===== src/rtl/e64x6_scan_encoder_if.sv =====
// Handshake bundle for the 64-to-6 scan encoder: vector load side and index stream side.
// out_count is present only when E64X6_COUNT_EN is defined.
interface e64x6_scan_encoder_if;
  logic        load_valid;
  logic        load_ready;
  logic [63:0] input_line;
  logic        out_valid;
  logic        out_ready;
  logic [5:0]  out_index;
  logic        out_last;
`ifdef E64X6_COUNT_EN
  logic [6:0]  out_count;
`endif

  modport master (
    output load_valid, input_line, out_ready,
    input  load_ready, out_valid, out_index, out_last
`ifdef E64X6_COUNT_EN
    , input out_count
`endif
  );

  modport slave (
    input  load_valid, input_line, out_ready,
    output load_ready, out_valid, out_index, out_last
`ifdef E64X6_COUNT_EN
    , output out_count
`endif
  );
endinterface


===== src/rtl/e64x6_scan_encoder.sv =====
// Sequential 64-to-6 encoder: serializes the set-bit positions of a loaded vector, lowest first.
// Optional macro E64X6_COUNT_EN adds a registered popcount of each accepted vector.
module e64x6_scan_encoder (
  input  logic                 clk,
  input  logic                 reset,
  e64x6_scan_encoder_if.slave  bus
);
  localparam logic [0:0] ST_IDLE = 1'b0;
  localparam logic [0:0] ST_EMIT = 1'b1;

  logic [0:0]  state;
  logic [63:0] pending;
  logic [5:0]  low_idx;
  logic        one_left;

  // Scan from the top so the lowest set bit is the last (winning) assignment.
  always_comb begin
    low_idx = 6'd0;
    for (int i = 63; i >= 0; i--) begin
      if (pending[i]) low_idx = 6'(i);
    end
  end

  assign one_left = (pending != 64'd0) && ((pending & (pending - 64'd1)) == 64'd0);

  // All outputs come from registered state; nothing is steered by the inputs.
  assign bus.load_ready = (state == ST_IDLE);
  assign bus.out_valid  = (state == ST_EMIT);
  assign bus.out_index  = low_idx;
  assign bus.out_last   = (state == ST_EMIT) && one_left;

  always_ff @(posedge clk) begin
    if (reset) begin
      state   <= ST_IDLE;
      pending <= 64'd0;
    end else begin
      case (state)
        ST_IDLE: begin
          if (bus.load_valid) begin
            pending <= bus.input_line;
            if (bus.input_line != 64'd0) state <= ST_EMIT;
          end
        end
        default: begin
          if (bus.out_ready) begin
            // Clearing the lowest set bit retires exactly the index on out_index.
            pending <= pending & (pending - 64'd1);
            if (one_left) state <= ST_IDLE;
          end
        end
      endcase
    end
  end

`ifdef E64X6_COUNT_EN
  function automatic logic [6:0] popcnt(input logic [63:0] v);
    logic [6:0] s;
    s = 7'd0;
    for (int i = 0; i < 64; i++) s = s + {6'd0, v[i]};
    return s;
  endfunction

  logic [6:0] count_q;

  always_ff @(posedge clk) begin
    if (reset)
      count_q <= 7'd0;
    else if (state == ST_IDLE && bus.load_valid)
      count_q <= popcnt(bus.input_line);
  end

  assign bus.out_count = count_q;
`endif
endmodule


===== src/flat_wrapper.sv =====
// flat-port wrapper written by rule: the top's interface ports become plain ports
module e64x6_scan_encoder_flat 
  (clk, reset, bus_load_valid, bus_input_line, bus_out_ready, bus_load_ready, bus_out_valid, bus_out_index, bus_out_last);
  e64x6_scan_encoder_if bus_i ();
  input  logic clk;
  input  logic reset;
  input wire logic [$bits(bus_i.load_valid)-1:0] bus_load_valid;
  input wire logic [$bits(bus_i.input_line)-1:0] bus_input_line;
  input wire logic [$bits(bus_i.out_ready)-1:0] bus_out_ready;
  output wire logic [$bits(bus_i.load_ready)-1:0] bus_load_ready;
  output wire logic [$bits(bus_i.out_valid)-1:0] bus_out_valid;
  output wire logic [$bits(bus_i.out_index)-1:0] bus_out_index;
  output wire logic [$bits(bus_i.out_last)-1:0] bus_out_last;
  assign bus_i.load_valid = bus_load_valid;
  assign bus_i.input_line = bus_input_line;
  assign bus_i.out_ready = bus_out_ready;
  assign bus_load_ready = bus_i.load_ready;
  assign bus_out_valid = bus_i.out_valid;
  assign bus_out_index = bus_i.out_index;
  assign bus_out_last = bus_i.out_last;
  e64x6_scan_encoder u_core (.clk(clk), .reset(reset), .bus(bus_i));
endmodule

===== config.mk =====
export PLATFORM = sky130hd
export DESIGN_NAME = e64x6_scan_encoder_flat
export DESIGN_NICKNAME = d
export VERILOG_FILES = /design/src/rtl/e64x6_scan_encoder_if.sv /design/src/rtl/e64x6_scan_encoder.sv /design/src/flat_wrapper.sv
export SDC_FILE = /design/constraint.sdc
export NUM_CORES = 1
export LEC_CHECK = 0
export ABC_AREA = 1
export BUFFER_PORTS_ARGS = -buffer_cell sky130_fd_sc_hd__buf_2
export CAP_MARGIN = 20
export CORE_MARGIN = 2
export CORE_UTILIZATION = 45
export DETAILED_ROUTE_END_ITERATION = 7
export PLACE_DENSITY_LB_ADDON = 0.08
export SYNTH_ARGS = -nofsm -noshare
export SYNTH_HDL_FRONTEND = slang
export SYNTH_SLANG_ARGS = --single-unit
export TNS_END_PERCENT = 10

===== constraint.sdc =====
create_clock -name clk -period 3.79 [get_ports clk]
set_clock_uncertainty 0.05 [all_clocks]
set_input_delay 0 -clock clk [delete_from_list [all_inputs] [get_ports clk]]
set_output_delay 0 -clock clk [all_outputs]
set_load 0.005 [all_outputs]

==> flow_metrics.tcl <==
set metrics [dict create \
    antenna_found_initial 0 \
    clk_pin_slew_worst_paths_ns 0.08 \
    slew_headroom 0.500 \
    synth_seq_cells 65 \
    crit_slowest_cell "dfxtp_1" \
    status "finished, violations left" \
    cts_sinks 65 \
    insertion_delay_ns 0.36 \
    path_delay_family "simple AND/OR/NAND/NOR gates" \
    synth_area_per_cell_um2 5.73 \
    grt_usage 0.296 \
    drt_iter0_drc 517 \
    hp-class "in2reg" \
    die_w_um 108 \
    port_buffers 76 \
    layout_common_cells "186 x nand2_1, 142 x nor2_1, 126 x inv_1" \
    ys_types 39 \
    finalMaxSlewViolations 0 \
    ys_seq_area_frac 0.267 \
    initial_core_util 0.468 \
    die_h_um 108 \
    overflow 0 \
    cp.arrival_ns 4.15 \
    postRouteAntennaNets 0 \
    fin_crit_sh 1.11 \
    cts_root_buf "clkbuf_8" \
    cp-start-kind "flop" \
    num_antenna_cells 0 \
    cp_max_fo 4 \
    peakVddDrop_mv 0.188 \
    vias 6069 \
    maxCapViolations 0 \
    grt_max_degree 59 \
    slowest_delay_ns 0.35 \
    hold_viol_final 0 \
    crit_required_ns 3.74 \
    die_area_um2 11700 \
    drive_above_1_share 0.173 \
    areaGrowthSynthToFinish_pct 31.7 \
    drc_errors 0 \
    routed_via_density 5.32 \
    postPlaceCellArea_um2 5550 \
    leakage_nw 3.07 \
    place_congestion 0.949 \
    ios 77 \
    synth_area_um2 4870 \
    timing.critical_path.buf_inv 7 \
    tightest_slew_ns 0.750 \
    dr.pass1.iters 5 \
    cpMostUsedCell "inv_2" \
    routed_wl_um 16800 \
    grt_pass1_vias 5739 \
    fin_ws_ns -0.408 \
    setup_violations 3 \
    grt_pass1_wl_um 27100 \
    grt_setup_unrepaired "true" \
    syn_inst 850 \
    cts_buffer_depth 2 \
    rows 37 \
    hold_slack_ns 0.0130 \
    tritoncts "built" \
    final_nets 1068 \
    synth_ff_type "dfxtp_1" \
    cts_buffers 9 \
    clock.fmax_ghz 0.238 \
    synth_warnings 0 \
    synth_fp_nets 918 \
    fin_area_um2 6420 \
    dp_hpwl_um 11800 \
    endpoint_kind "primary output" \
    core_um2 10400 \
    period_needed_ns 4.20 \
    ys_async_sr_fraction 0 \
    mostFrequentLayoutCell "nand2_1" \
    crit_type "reg2out" \
    synth_edf_count 0 \
    wl_per_cell_um 14.8 \
    power-per-cell-area_nw_per_um2 369 \
    htree_num_levels 3 \
    failed_checks "negative setup slack" \
]
-- cells in the mapped netlist, types with 2 or more instances --
| cell | n | area share |
|---|---|---|
| a21oi_1 | 76 | 0.078 |
| nor3b_1 | 2 | 0.0031 |
| nor4_2 | 2 | 0.0051 |
| o211ai_1 | 21 | 0.032 |
| o41ai_1 | 2 | 0.0036 |
| o21ai_1 | 3 | 0.0031 |
| a41oi_1 | 2 | 0.0036 |
| dfxtp_1 | 65 | 0.27 |
| a31oi_1 | 4 | 0.0051 |
| inv_4 | 2 | 0.0026 |
| nor4_1 | 20 | 0.026 |
| nor2_2 | 5 | 0.0064 |
| nor2_4 | 7 | 0.016 |
| inv_2 | 16 | 0.012 |
| nor3_2 | 2 | 0.0041 |
| buf_1 | 5 | 0.0039 |
| o31ai_1 | 3 | 0.0046 |
| nand4_1 | 10 | 0.013 |
| a21boi_0 | 2 | 0.0031 |
| a221oi_1 | 5 | 0.0090 |
| nand2_1 | 188 | 0.14 |
| nor2_1 | 143 | 0.11 |
| o21ai_0 | 82 | 0.084 |
| clkbuf_1 | 26 | 0.020 |
| clkinv_1 | 2 | 0.0015 |
| nor3_1 | 10 | 0.010 |
| nand3_1 | 8 | 0.0082 |
| inv_1 | 126 | 0.097 |
-- worst reg2reg max path: cells and delay by family (launching register included) --
family,cells,cell delay (ns)
AO/OA/AOI/OAI,4,0.54
flip-flops,1,0.35
buffers and inverters,6,0.41
AND/OR/NAND/NOR,18,2.47
-- kinds of logic (layout without fill, tap and decap cells) --
| kind of cell | Yosys count | count (layout) | synth area share |
|---|---|---|---|
| flip-flops | 65 | 65 | 0.267 |
| AO/OA/AOI/OAI | 205 | 205 | 0.236 |
| buffers and inverters | 177 | 332 | 0.137 |
| AND/OR/NAND/NOR | 403 | 403 | 0.360 |
-- final cells by class --
cell class / instances / area [µm²]
Fill cell: 1043 / 4000
Multi-Input combinational cell: 608 / 2950
Sequential cell: 65 / 1310
Timing Repair Buffer: 170 / 1240
Inverter: 146 / 553
Clock buffer: 14 / 173
Tap cell: 136 / 170
Clock inverter: 2 / 35.0
-- power by group --
part	internal (mW)	switching [mW]	total [mW]	leakage (nW)
Combinational	0.346	0.554	0.900	2.42
Clock	0.358	0.289	0.647	0.107
Sequential	0.750	0.0689	0.819	0.538
Total	1.45	0.912	2.37	3.07
-- repair_timing --
action                     4_1_cts  5_1_grt
setup endpoints to repair        3        5
buffers inserted                 2        0
hold buffers                    60        0
gates cloned                     0        0
pin swaps                        1        1
gates resized for setup          6        7
hold endpoints to repair        60        0
-- final timing paths --
path                                  startpoint                               to  slack (ns)  cells after the start
setup / recovery  u_core.pending[1]$_SDFFE_PP0P_                     bus_out_last       -0.41                     28
hold / removal                bus_input_line[58]  u_core.pending[58]$_SDFFE_PP0P_        0.01                      5
setup reg to reg  u_core.pending[1]$_SDFFE_PP0P_  u_core.bus.out_valid$_SDFF_PP0_       -0.15                     28
hold reg to reg   u_core.pending[8]$_SDFFE_PP0P_   u_core.pending[8]$_SDFFE_PP0P_        0.44                      2
-- per-layer routing --
| layer | GRT usage | up-vias | routed length [µm] |
|---|---|---|---|
| li1 | - | 3051 | - |
| met1 | 0.387 | 2742 | 7560 |
| met2 | 0.502 | 246 | 7890 |
| met3 | 0.0350 | 30 | 1050 |
| met4 | 0.106 | 0 | 350 |
| met5 | 0 | - | 0 |
-- metrics by stage --
stage	setup slack [ns]	instances	util	setup TNS (ns)	total power, mW
2_1_floorplan	0.530	850	-	0	1.39
3_3_place_gp	-0.263	1063	0.532	-0.483	1.65
3_5_place_dp	-0.369	1063	0.532	-0.653	1.65
4_1_cts	-0.411	1141	0.614	-0.899	2.36
5_1_grt	-0.949	1141	0.616	-2.28	2.52
6_report	-0.408	1141	0.616	-0.963	2.37
-- registers in the layout, indices dropped and copies added (netlist names) --
signal                count
u_core.bus.out_valid      1
u_core.pending           64
(Power assumes the default switching activity.)
